`src/rtl/tt_display_pkg.sv`:
```
// Shared types and default constants for the display scheduler.
package tt_display_pkg;

   // Scheduler states: dark idle, round-robin source shown, urgent byte shown, blank gap.
   typedef enum logic [1:0] {
      ST_IDLE   = 2'd0,
      ST_SHOW   = 2'd1,
      ST_URGENT = 2'd2,
      ST_GAP    = 2'd3
   } state_t;

   localparam int DEF_NUM_SRC      = 4;
   localparam int DEF_DWELL_CYCLES = 1000;
   localparam int DEF_BLANK_CYCLES = 50;

   // Larger of two integers, used to size the shared dwell/gap timer.
   function automatic int max_int(input int a, input int b);
      return (a > b) ? a : b;
   endfunction

endpackage

```
`src/rtl/tt_rr_pick.sv`:
```
// Combinational round-robin selector: first valid index strictly after 'last',
// wrapping modulo NUM_SRC. A sole valid source at 'last' is picked again.
module tt_rr_pick
   import tt_display_pkg::*;
#(
   parameter int NUM_SRC = DEF_NUM_SRC,
   parameter int SEL_W   = $clog2(NUM_SRC)
) (
   input  logic [NUM_SRC-1:0] valid,
   input  logic [SEL_W-1:0]   last,
   output logic [SEL_W-1:0]   grant,
   output logic               any_valid
);

   localparam int IW = SEL_W + 1;

   logic [IW-1:0] idx;

   // Scan offsets from farthest to nearest so the nearest valid index wins.
   always_comb begin
      // NOTE: every output of a combinational block gets a default first so no path infers a latch.
      grant = '0;
      idx   = '0;
      for (int k = NUM_SRC; k >= 1; k--) begin
         idx = {1'b0, last} + IW'(k);
         if (idx >= IW'(NUM_SRC)) begin
            idx = idx - IW'(NUM_SRC);
         end
         if (valid[idx[SEL_W-1:0]]) begin
            grant = idx[SEL_W-1:0];
         end
      end
   end

   assign any_valid = |valid;

endmodule

```
`src/rtl/tt_display_scheduler.sv`:
```
// Time-shares the two-digit hex display between NUM_SRC round-robin sources
// and one urgent requester, with a fixed dwell and a blank gap between grants.
module tt_display_scheduler
   import tt_display_pkg::*;
#(
   parameter int NUM_SRC      = DEF_NUM_SRC,
   parameter int DWELL_CYCLES = DEF_DWELL_CYCLES,
   parameter int BLANK_CYCLES = DEF_BLANK_CYCLES,
   parameter int SEL_W        = $clog2(NUM_SRC)
) (
   input  logic                 clk,
   input  logic                 rst,
   input  logic                 enable,
   input  logic [NUM_SRC-1:0]   src_valid,
   input  logic [8*NUM_SRC-1:0] src_data,
   input  logic                 urgent_req,
   input  logic [7:0]           urgent_data,
   output logic [3:0]           number1,
   output logic [3:0]           number2,
   output logic                 blank,
   output logic [SEL_W-1:0]     cur_src,
   output logic                 urgent_ack
);

   localparam int TMR_MAX = max_int(DWELL_CYCLES, BLANK_CYCLES);
   localparam int TMR_W   = (TMR_MAX > 1) ? $clog2(TMR_MAX) : 1;
   localparam logic [TMR_W-1:0] TMR_TOP    = TMR_W'(TMR_MAX - 1);
   localparam logic [TMR_W-1:0] DWELL_LAST = TMR_W'(DWELL_CYCLES - 1);
   localparam logic [TMR_W-1:0] GAP_LAST   = TMR_W'((BLANK_CYCLES > 0) ? BLANK_CYCLES - 1 : 0);
   localparam bit               HAS_GAP    = (BLANK_CYCLES > 0);

   state_t             state_q, state_nx;
   logic [TMR_W-1:0]   timer_q;
   logic [SEL_W-1:0]   last_ptr_q;
   logic [SEL_W-1:0]   rr_grant;
   logic               rr_any;
   logic               go_arb;
   logic               take_rr;
   logic               take_urgent;
   logic               timer_clr;
   logic               cur_valid;
   logic [SEL_W-1:0]   show_sel;
   logic [7:0]         show_byte;
   logic [7:0]         number_nx;
   logic               blank_nx;

   tt_rr_pick #(
      .NUM_SRC (NUM_SRC),
      .SEL_W   (SEL_W)
   ) u_rr_pick (
      .valid     (src_valid),
      .last      (last_ptr_q),
      .grant     (rr_grant),
      .any_valid (rr_any)
   );

   assign cur_valid = src_valid[cur_src];
   // A fresh round-robin grant shows the newly picked source; otherwise the current one.
   assign show_sel  = take_rr ? rr_grant : cur_src;

   // Select the byte of the source about to be shown.
   always_comb begin
      show_byte = '0;
      for (int i = 0; i < NUM_SRC; i++) begin
         if (show_sel == SEL_W'(i)) begin
            show_byte = src_data[8*i +: 8];
         end
      end
   end

   // State, timer, pointer and registered outputs.
   always_ff @(posedge clk) begin
      // NOTE: every register here is control or output state, so all of it is reset; there is no memory array to leave unreset.
      if (rst) begin
         state_q    <= ST_IDLE;
         timer_q    <= '0;
         last_ptr_q <= SEL_W'(NUM_SRC - 1);
         cur_src    <= '0;
         number1    <= '0;
         number2    <= '0;
         blank      <= 1'b1;
         urgent_ack <= 1'b0;
      end else begin
         // NOTE: non-blocking assignments so every register here samples values from before the edge.
         state_q <= state_nx;
         if (timer_clr) begin
            timer_q <= '0;
         end else if (timer_q != TMR_TOP) begin
            timer_q <= timer_q + TMR_W'(1);
         end
         if (take_rr) begin
            last_ptr_q <= rr_grant;
            cur_src    <= rr_grant;
         end
         number2    <= number_nx[7:4];
         number1    <= number_nx[3:0];
         blank      <= blank_nx;
         urgent_ack <= take_urgent;
      end
   end

   // Next-state: dwell/gap sequencing, urgent preemption and arbitration.
   always_comb begin
      state_nx    = state_q;
      go_arb      = 1'b0;
      take_rr     = 1'b0;
      take_urgent = 1'b0;

      case (state_q)
         ST_IDLE: go_arb = 1'b1;
         ST_SHOW: begin
            if (urgent_req) begin
               take_urgent = 1'b1;
            end else if (!cur_valid || timer_q == DWELL_LAST) begin
               if (HAS_GAP) state_nx = ST_GAP;
               else         go_arb   = 1'b1;
            end
         end
         ST_URGENT: begin
            // urgent_req is deliberately not looked at until the dwell ends.
            if (timer_q == DWELL_LAST) begin
               if (HAS_GAP) state_nx = ST_GAP;
               else         go_arb   = 1'b1;
            end
         end
         ST_GAP: begin
            if (urgent_req) begin
               take_urgent = 1'b1;
            end else if (timer_q == GAP_LAST) begin
               go_arb = 1'b1;
            end
         end
         default: state_nx = ST_IDLE;
      endcase

      if (go_arb) begin
         if (urgent_req)  take_urgent = 1'b1;
         else if (rr_any) take_rr     = 1'b1;
         else             state_nx    = ST_IDLE;
      end

      if (take_urgent) state_nx = ST_URGENT;
      if (take_rr)     state_nx = ST_SHOW;

      // Disable overrides everything and parks the scheduler dark.
      if (!enable) begin
         state_nx    = ST_IDLE;
         take_rr     = 1'b0;
         take_urgent = 1'b0;
      end

      // A re-grant of the same state still starts a new window.
      timer_clr = !enable || take_rr || take_urgent || (state_nx != state_q);
   end

   // Output values for the next cycle, derived from the state being entered.
   always_comb begin
      number_nx = {number2, number1};
      if (take_urgent) begin
         number_nx = urgent_data;
      end else if (state_nx == ST_SHOW) begin
         number_nx = show_byte;
      end
      blank_nx = !(state_nx == ST_SHOW || state_nx == ST_URGENT);
   end

endmodule

```
`config.mk`:
```
export PLATFORM = sky130hd
export DESIGN_NAME = tt_display_scheduler
export DESIGN_NICKNAME = d
export VERILOG_FILES = /design/src/rtl/tt_display_pkg.sv /design/src/rtl/tt_rr_pick.sv /design/src/rtl/tt_display_scheduler.sv
export SDC_FILE = /design/constraint.sdc
export NUM_CORES = 1
export LEC_CHECK = 0
export ABC_CLOCK_PERIOD_IN_PS = 7100
export CORE_MARGIN = 4
export CORE_UTILIZATION = 40
export CTS_BUF_LIST = sky130_fd_sc_hd__clkbuf_4 sky130_fd_sc_hd__clkbuf_8
export DETAILED_ROUTE_END_ITERATION = 10
export PLACE_DENSITY = 0.7
export SYNTH_ARGS = -nofsm -noshare
export SYNTH_HDL_FRONTEND = slang
export SYNTH_HIERARCHICAL = 1
export SYNTH_SLANG_ARGS = --single-unit
export TNS_END_PERCENT = 5
```
`constraint.sdc`:
```
create_clock -name clk -period 7.1 [get_ports clk]
set_input_delay 2.13 -clock clk [delete_from_list [all_inputs] [get_ports clk]]
set_output_delay 2.13 -clock clk [all_outputs]
set_load 0.01 [all_outputs]
```
==> results.json <==
{
  "outcome": "completed",
  "crit_buf_inv": 1,
  "holdBufCountCts": 0,
  "final_common_cell": "clkdlybuf4s50_1",
  "post_cts_resized": 0,
  "cp-start-kind": "primary input",
  "grt_pass1_vias": 1801,
  "wl_per_cell_um": 15.79,
  "port_buffers": 59,
  "drtAntennaViolNets": 0,
  "h-tree-depth": 1,
  "ys_types": 54,
  "num_vias": 1880,
  "syn-instance-count": 228,
  "finalMaxSlewViolations": 0,
  "rows": 24,
  "syn-cell-area_um2": 1892,
  "period_share_pct": 66.65,
  "synth_ff_type": "dfxtp_1",
  "worst_slew_pin_slew_ns": 0.7612,
  "clk_path_buf_depth": 2,
  "cp-end-kind": "flip-flop",
  "place_hpwl_um": 3963,
  "placed_area_um2": 2482,
  "seq_area_frac_synth_pct": 27.51,
  "syn_area_per_cell_um2": 8.297,
  "cap_violations": 0,
  "grt_max_degree": 21,
  "remaining_drc_errors": 0,
  "critPathKind": "in -> reg",
  "syn_to_final_growth_pct": 33.40,
  "yosys_warnings": 6,
  "ys_ff_latch": 26,
  "min_path_type": "reg -> reg",
  "synth_edf_count": 0,
  "placeableCoreArea_um2": 4474,
  "crit_chain": "clkdlybuf4s50_1 > nor3b_1 > a31oi_4 > nor2_1 > mux2i_1 > o211ai_1 > a311oi_1",
  "diodes": 0,
  "stdcell_area_um2": 2524,
  "viasPerCell": 5.732,
  "dieWidth_um": 76.77,
  "path_max_fanout": 11,
  "syn_nets": 282,
  "gp_congestion": 0.8192,
  "route.final.wire_length_um": 5180,
  "path_clk_slew_ns": 0.10,
  "max_stage_delay_ns": 0.72,
  "required_ns": 7.27,
  "hold_violations": 0,
  "rsz0062_at_grt": "no",
  "setup-violations-final": 0,
  "crit_slowest_cell": "mux2i_1",
  "async_flop_share_pct": 0,
  "drt_first_iter_violations": 156,
  "antenna_found_initial": 0,
  "finClkSkew_ns": 0.009139,
  "grt-ovfl-total": 0,
  "critPathTopFamily": "simple AND/OR/NAND/NOR gates",
  "drt_pre_antenna_iters": 4,
  "reg2reg_slack_ns": 3.87,
  "start_util_pct": 42.28,
  "dieArea_um2": 5894,
  "drive_gt1_share_pct": 8.333,
  "insertion_delay_ns": 0.27,
  "layout_common_cells": "59 x clkdlybuf4s50_1, 26 x dfxtp_1, 24 x nor2_1, 15 x and3_1",
  "vdd_drop_max_mv": 0.1139,
  "post_cts_buffers": 0,
  "cts_sinks": 26,
  "n_fill_cell": 407,
  "io_pins": 60,
  "grt_pass1_wl_um": 8700,
  "fmax_ghz": 0.2113,
  "fin_setup_tns_ns": 0,
  "grt.total_usage_pct": 17.77,
  "cts-root-buf": "clkbuf_8",
  "leakage_nw": 0.9341,
  "die_height_um": 76.77,
  "p_total_w": 0.0003644,
  "slew_headroom_pct": 47.80,
  "tritoncts": "yes",
  "arrival_ns": 4.90,
  "cts_made_buffers": 3,
  "post-route-min-period_ns": 4.732,
  "final_nets": 332,
  "cellPowerDensity_nw_per_um2": 144.4
}
-- layout make-up --
cell class	count	area [um2]	area share (%)
clock buffer	3	41.29	1.636
timing repair buffer	59	590.6	23.40
tap	52	65.06	2.578
inverter	8	30.03	1.190
sequential	26	520.5	20.62
multi-input combinational	180	1276	50.57
-- logic make-up (layout without fill, tap and decap cells) --
logic type | Yosys count | in the layout | synth area share (%)
xor+xnor | 7 | 7 | 3.241
flops | 26 | 26 | 27.51
buf+inv | 22 | 70 | 5.026
fa+ha+maj | 6 | 6 | 3.968
mux | 17 | 17 | 10.52
simple gates | 83 | 83 | 23.41
compound gates | 67 | 67 | 26.32
-- registers in the layout, indices dropped and copies added (netlist names) --
signal	count
urgent_ack	1
state_q	2
number1	4
cur_src	2
timer_q	10
number2	4
blank	1
last_ptr_q	2
-- worst min-delay path: cells and delay by family, from the launching register on --
kind,cells,cell delay (ns)
AO/OA/AOI/OAI,1,0.05
AND/OR/NAND/NOR,1,0.11
flip-flops,1,0.36
-- synthesized netlist by cell type (2+ instances only) --
cell	count	area, um2
clkbuf_1	9	33.78
o21ai_1	8	40.04
nand2_1	13	48.80
a21oi_1	7	35.03
ha_1	6	75.07
xnor2_1	4	35.03
xor2_1	3	26.28
a21boi_0	8	60.06
mux2i_1	3	30.03
o31a_1	2	17.52
nand2b_1	3	18.77
mux2_2	13	146.4
a211oi_1	3	22.52
dfxtp_1	26	520.5
nor3b_1	3	22.52
a311oi_1	8	70.07
nand3_1	12	60.06
a221oi_1	7	61.31
nand4_1	2	12.51
and3_1	15	93.84
nor3_1	2	10.01
o21ai_0	8	40.04
buf_1	2	7.510
inv_1	8	30.03
nor2_1	24	90.09
-- path summary, 6_finish.rpt --
| path | startpoint | end | depth (start not counted) |
|---|---|---|---|
| max | urgent_req | number1[3]$_SDFFE_PP0P_ | 7 |
| max reg2reg | state_q[0]$_SDFF_PP0_ | number1[3]$_SDFFE_PP0P_ | 8 |
| min | timer_q[1]$_SDFFE_PP0N_ | timer_q[1]$_SDFFE_PP0N_ | 2 |
| min reg2reg | timer_q[1]$_SDFFE_PP0N_ | timer_q[1]$_SDFFE_PP0N_ | 2 |
-- power breakdown --
group | switching, W | leakage, nW | internal (W)
Sequential | 0.00000762 | 0.212 | 0.000154
Combinational | 0.0000521 | 0.700 | 0.0000651
Clock | 0.0000475 | 0.0216 | 0.0000381
Total | 0.000107 | 0.934 | 0.000257
-- per-layer routing --
layer / wire length, um / track usage (%) / share of wire (%) / up-vias
met4: 24 / 2.536 / 0.46 / 0
met3: 490 / 6.909 / 9.5 / 4
met2: 2252 / 26.57 / 43 / 64
li1: - / - / - / 944
met5: 0 / 0 / 0 / -
met1: 2412 / 24.59 / 47 / 868
-- through the flow --
stage          setup WS (ns)  utilization, %  cells  hold slack, ns
2_1_floorplan          3.007               -    228          0.5034
3_3_place_gp           2.207           55.48    325          0.5342
3_5_place_dp           2.065           55.48    325          0.5372
4_1_cts                2.336           56.40    328          0.5508
5_1_grt                1.999           56.40    328          0.5980
6_report               2.368           56.40    328          0.5520
Power figures use the tool's default switching activity.
